--- src/rtl/req_slave_fifo.sv ---
// req/ack slave: captures one word per request, acknowledges for a programmable
// number of cycles, and queues captured words in a first-word-fall-through FIFO.
module req_slave_fifo #(
  parameter int DATA_W     = 8,
  parameter int ACK_CYCLES = 2,
  parameter int DEPTH      = 4,
  parameter int FOUR_PHASE = 0
) (
  input  logic                       clk,
  input  logic                       rst,
  input  logic                       req,
  input  logic [DATA_W-1:0]          data_in,
  output logic                       ack,
  output logic [DATA_W-1:0]          last_data,
  input  logic                       rd_en,
  output logic [DATA_W-1:0]          rd_data,
  output logic                       empty,
  output logic                       full,
  output logic [$clog2(DEPTH+1)-1:0] count,
  output logic                       overflow,
  input  logic                       clr_ovf,
  output logic [1:0]                 state_dbg
);

  localparam int CNT_W = $clog2(DEPTH + 1);
  localparam int PTR_W = $clog2(DEPTH);

  // Handshake: a word is taken on the edge where req is seen high in S_WAIT;
  // ack rises on that edge and the slave never back-pressures the master.
  // The consumer side pops the head on any edge with rd_en high and empty low.
  typedef enum logic [1:0] {
    S_WAIT = 2'd0,
    S_ACK  = 2'd1,
    S_REL  = 2'd2
  } state_t;

  state_t              state_q, state_d;
  logic [7:0]          cnt_q, cnt_d;
  logic                ack_q, ack_d;
  logic [DATA_W-1:0]   last_q, last_d;
  logic [PTR_W-1:0]    wr_ptr_q, wr_ptr_d;
  logic [PTR_W-1:0]    rd_ptr_q, rd_ptr_d;
  logic [CNT_W-1:0]    count_q, count_d;
  logic                ovf_q, ovf_d;
  logic [DATA_W-1:0]   mem_q [DEPTH];
  logic                push, pop, push_ok;

  always_comb begin
    state_d = state_q;
    cnt_d   = cnt_q;
    last_d  = last_q;
    push    = 1'b0;
    case (state_q)
      S_WAIT: begin
        if (req) begin
          last_d  = data_in;
          push    = 1'b1;
          cnt_d   = 8'(ACK_CYCLES - 1);
          state_d = S_ACK;
        end
      end
      S_ACK: begin
        if (cnt_q == 8'd0) begin
          if (FOUR_PHASE != 0 && req) state_d = S_REL;
          else                        state_d = S_WAIT;
        end else begin
          cnt_d = cnt_q - 8'd1;
        end
      end
      S_REL: begin
        if (!req) state_d = S_WAIT;
      end
      default: begin
        state_d = S_WAIT;
        cnt_d   = 8'd0;
      end
    endcase
    // ack is a register that tracks "not waiting" one edge late of the decision
    ack_d = (state_d == S_ACK) || (state_d == S_REL);
  end

  always_comb begin
    pop      = rd_en && (count_q != '0);
    // a pop on the same edge frees the slot for a push into a full FIFO
    push_ok  = push && ((count_q != CNT_W'(DEPTH)) || pop);
    wr_ptr_d = push_ok ? wr_ptr_q + PTR_W'(1) : wr_ptr_q;
    rd_ptr_d = pop ? rd_ptr_q + PTR_W'(1) : rd_ptr_q;
    count_d  = count_q;
    case ({push_ok, pop})
      2'b10:   count_d = count_q + CNT_W'(1);
      2'b01:   count_d = count_q - CNT_W'(1);
      default: count_d = count_q;
    endcase
    ovf_d = ovf_q;
    if (push && !push_ok) ovf_d = 1'b1;
    else if (clr_ovf)     ovf_d = 1'b0;
  end

  always_ff @(posedge clk) begin
    if (rst) begin
      state_q  <= S_WAIT;
      cnt_q    <= 8'd0;
      ack_q    <= 1'b0;
      last_q   <= '0;
      wr_ptr_q <= '0;
      rd_ptr_q <= '0;
      count_q  <= '0;
      ovf_q    <= 1'b0;
    end else begin
      state_q  <= state_d;
      cnt_q    <= cnt_d;
      ack_q    <= ack_d;
      last_q   <= last_d;
      wr_ptr_q <= wr_ptr_d;
      rd_ptr_q <= rd_ptr_d;
      count_q  <= count_d;
      ovf_q    <= ovf_d;
    end
  end

  always_ff @(posedge clk) begin
    if (!rst && push_ok) mem_q[wr_ptr_q] <= data_in;
  end

  assign ack       = ack_q;
  assign last_data = last_q;
  assign rd_data   = mem_q[rd_ptr_q];
  assign empty     = (count_q == '0);
  assign full      = (count_q == CNT_W'(DEPTH));
  assign count     = count_q;
  assign overflow  = ovf_q;
  assign state_dbg = state_q;

endmodule

--- config.mk ---
export PLATFORM = sky130hd
export DESIGN_NAME = req_slave_fifo
export DESIGN_NICKNAME = d
export VERILOG_FILES = /design/src/rtl/req_slave_fifo.sv
export SDC_FILE = /design/constraint.sdc
export NUM_CORES = 1
export LEC_CHECK = 0
export ABC_AREA = 1
export ABC_CLOCK_PERIOD_IN_PS = 2000
export CAP_MARGIN = 5
export CORE_UTILIZATION = 45
export DETAILED_ROUTE_END_ITERATION = 8
export HOLD_SLACK_MARGIN = 0.08
export PLACE_DENSITY = 0.71
export SLEW_MARGIN = 20
export SYNTH_ARGS = -nofsm -noshare
export SYNTH_HDL_FRONTEND = slang
export SYNTH_SLANG_ARGS = --single-unit
--- constraint.sdc ---
create_clock -name clk -period 2 [get_ports clk]
set_input_delay 0.2 -clock clk [delete_from_list [all_inputs] [get_ports clk]]
set_output_delay 0.2 -clock clk [all_outputs]
set_load 0.01 [all_outputs]
After elaboration in Yosys (flattened, before gate mapping) --
Memory sizes are Yosys's and may differ from the RTL's. A register that Yosys moved wholly into a read port is not among the register bits. Cells that the tools add are included.
Storage, ports and cells: register bits after elaboration 27, bits in writable memories 32, output and inout bits 25, logic and storage cells 57, memories 1
Operators by class: $add $sub $neg 5, equal/unequal tests 10, mux-type cells 16, bitwise operators 1, reductions and logical operators 16
Memory list:
- mem_q | depth 4, bits a word 8, rd ports 1, clocked after memory_dff 1, write ports 1, line 45 | logic [DATA_W-1:0] mem_q [DEPTH];
Operator list (count):
- $pmux W8 S3 | 1
- $mux W8 | 2
- $mux W2 | 5
- $logic_not A8 Y1 | 1
- $sub A8 B1 Y8 const B | 1
- $eq A2 B1 Y1 const B | 3
- $eq A2 B2 Y1 const B | 3
- $mux W1 | 6
- $pmux W2 S3 | 1
- $pmux W3 S2 | 1
- $add A2 B1 Y2 const B | 2
- $logic_and A1 B1 Y1 | 4
- $ne A2 B2 Y1 const B | 2
- $reduce_bool A2 Y1 | 2
- $add A3 B1 Y3 const B | 1
- $eq A3 B3 Y1 const B | 1
- $logic_not A3 Y1 | 1
- $ne A3 B3 Y1 const B | 1
- $reduce_and A3 Y1 | 1
- $reduce_bool A3 Y1 | 1
- $sub A3 B1 Y3 const B | 1
- $logic_not A1 Y1 | 2
- $logic_not A2 Y1 | 1
- $logic_or A1 B1 Y1 | 2
- 2 further kinds | 2

Depth between registers and ports, before layout --
depth after elaboration 7, gate-level depth with buffers 11, gate-level depth less buffers 11

Least setup slack after synthesis --
Ideal clock, no wire load.
path type flip-flop to flip-flop, start register count_q[0], in the netlist count[0], end register count_q[2], in the netlist count[2], setup time 0.115 ns, arrival time 1.575 ns, data required time 1.885 ns, slack 0.310 ns, cell stages (with the launch flop) 11, path buffers 0, period minus slack after synthesis 1.690 ns, path through dfxtp_1 inv_2 nand3_1 nand2_1 inv_4 nand2_8 fa_1 inv_1 nand2_2 a21oi_1 nor2_1
Between the ends: word-level cells in the longest chain between the ends 6
Ends and longest elaborated chain:
- from (decl) | line 43 | logic [CNT_W-1:0] count_q, count_d;
- from (signal assigned) | line 116 | count_q <= count_d;
- $reduce_bool A3 Y1 | line 83 | pop = rd_en && (count_q != '0);
- $logic_and A1 B1 Y1 | line 83
- $logic_or A1 B1 Y1 | line 85 | push_ok = push && ((count_q != CNT_W'(DEPTH)) || pop);
- $logic_and A1 B1 Y1 | line 85
- $eq A2 B1 Y1 or $eq A2 B2 Y1 (tied branches) | line 89 | case ({push_ok, pop})
- $pmux W3 S2 or $reduce_bool A2 Y1 (tied branches)
Several ways; a longest one is shown, not always the timed one. A chain may end at the register's enable or synchronous reset.

==> results.txt <==
Status - complete, no violations
Global Route met2 Usage - 0.317
CTS Root Cell - clkbuf_8
Leak - 1.38 nW
HPWL after DPL - 3.79 mm
H-tree levels - 3
Vias post-DR - 2073
WP buf/inv - 2
Gr usage total - 0.188
Non-Filler Instances - 413
Mapped Area - 0.00271 mm^2
Setup Viol. Count Final - 0
DIE WIDTH - 79.6 um
Hold slack final - 470 ps
Worst setup EP type - primary output
Startpoint Class - flop
Inst Count DP - 397
Met3 Use GR - 0.0686
Cts bufs inserted - 9
Post-Syn Instances - 282
Reg2Reg Depth - 10
Hold Path Depth - 4
Filler cells - 470
Row count - 27
Routed Antenna Nets - 0
Grt total ovfl - 0
I/O pin total - 38
Worst Path Required - 1800 ps
Top post-synthesis cells by area - edfxtp_1 35%, dfxtp_1 21%, nor2_1 7.7%
PwrDens - 1070 mW/mm^2
Sink Count - 61
CTS resizes - 2
Post-Syn Nets - 301
Setup TNS - 0 ps
# hold bufs at CTS - 0
Commonest non-fill, non-tap cells in the layout - 56 x nor2_1, 32 x clkdlybuf4s50_1, 32 x edfxtp_1
RSZ-0062 raised after global routing - false
Maximum VDD drop - 844 uV
Clock Path Buffers - 2
Die H - 79.6 um
Peak per-stage delay on the critical path - 550 ps
Starting Density - 0.481
Worst Tran Pin Value - 232 ps
Worst Hold Class - in -> reg
CP Class - reg -> out
Syn-to-layout area delta - 27.2%
Place WS - 134 ps
Distinct cells, synth - 30
Ratio of cells with drive above 1 in the final layout - 0.194
Largest net degree at the start of global routing - 17
Sequential area share after synthesis - 0.568
Reg2reg end - count[2]$_SDFFE_PP0P_
Max Fclk - 0.531 GHz
Worst-path clk slew - 70 ps
Post-CTS Setup Inserts - 0
Utilization after layout - 0.611
Number of nets in the layout - 355
Global routing's busiest layer - met2
# diodes - 0
CTS tree - yes
Syn Area/Cell - 9.62 um^2
Ys Warns - 0
Cell family with most CP delay - buffers and inverters
Vias in the first global route - 1903
Initial DRC Count - 72
Commonest non-fill, non-tap cell in the layout - nor2_1
Pre-antenna DRT Iters - 4
Wire length per cell - 13.1 um
Worst reg2reg startpoint - count[1]$_SDFFE_PP0P_
Worst R2R Setup Slack - 240 ps
#FFs+latches synth - 61
Min Clock Period, post-route - 1880 ps
Clk_skew - 6.18 ps
Critical-path cell list - buf_6 > o21ai_0 > o22ai_1 > clkdlybuf4s50_1
Min-delay src - clr_ovf
Final hold vios - 0
First-pass GRT wire length - 8.89 mm
Met1 Track Usage GR - 0.219
Vias/cell - 5.02
Relative max-transition margin - 0.845
Crit-path max FO - 16
Cell taking the most area after synthesis - edfxtp_1
GPL Wtd Cong - 0.816
Setup ws final - 118 ps
Worst hold endpoint - overflow$_SDFFE_PP0P_
Total die area - 0.00634 mm^2
Clock Latency Late Sink - 340 ps
Core footprint - 0.00564 mm^2
CP Data Arrival Time - 1680 ps
CP max-delay cell - clkdlybuf4s50_1
Initial antenna violation count - 0
Port Buffers - 37
Number of max-cap violations - 0
Final cycle utilization of the critical path - 0.941
Area share of the largest cell type after synthesis - 0.354
Max-slew violations - 0
# DRC - 0
Total wire length - 5.42 mm
worst register-to-register path, delay by kind of cell (launching register included):
kind	cells	cell delay [ps]
compound gates	1	120
fa+ha+maj	1	430
buf+inv	3	290
flops	1	410
simple gates	5	400
worst max-delay path by stage:
stage                          startpoint  slack [ps]  cells after the start               endpoint
CTS                                  flop          20                      3             rd_data[2]
global route                         flop          20                      4             rd_data[4]
floorplan           count[0]$_SDFFE_PP0P_         310                     10  count[2]$_SDFFE_PP0P_
global placement                    rd_en         170                      9  count[2]$_SDFFE_PP0P_
detailed placement                  rd_en         130                      9  count[2]$_SDFFE_PP0P_
finish                               flop         120                      4             rd_data[0]
stage by stage:
step	power (mW)	cell area, um^2
after floorplan	2.14	2710
after global placement	2.54	3220
after detailed placement	2.57	3220
after CTS	3.72	3430
after global routing	3.90	3450
final	3.68	3450
state kept, by name, indices dropped and copies added, names as in the netlist, named ones only:
name	count
mem_q	32
cnt_q	8
last_data	8
count	3
rd_ptr_q	2
state_dbg	2
wr_ptr_q	2
ack	1
overflow	1
synth_stat cells (all sizes together):
master	n
o21ai	30
a21oi	18
inv	32
o22ai	8
dfxtp	29
nand4	3
ha	5
nand3	12
nand2	42
nor3	2
xnor2	1
edfxtp	32
xor2	1
nor2	60
fa	1
buf	6
layer usage:
layer  part of all wire  wire length [um]
met1               0.41              2250
met2               0.52              2800
met3              0.056               302
met4              0.012                65
met5                  0                 0
cells by family after synthesis:
kind of cell,count (synthesis),share of synthesized area
xor+xnor,2,0.00646
fa+ha+maj,6,0.0304
compound gates,56,0.118
buf+inv,38,0.0627
flops,61,0.568
simple gates,119,0.214
where the power goes:
group / internal (mW) / total, mW / switching (mW)
Combinational: 0.468 / 1.03 / 0.565
Clock: 0.696 / 1.14 / 0.447
Sequential: 1.42 / 1.50 / 0.0838
area by class of cell:
class | count | area, um^2 | area share
flip-flops and latches | 61 | 1540 | 0.447
multi-input cells | 183 | 1000 | 0.290
clock buffers | 11 | 131 | 0.0381
well taps | 72 | 90.1 | 0.0261
clock inverters | 5 | 76.3 | 0.0221
inverters | 32 | 128 | 0.0370
repair buffers | 49 | 480 | 0.139
Power figures use the tool's default switching activity.
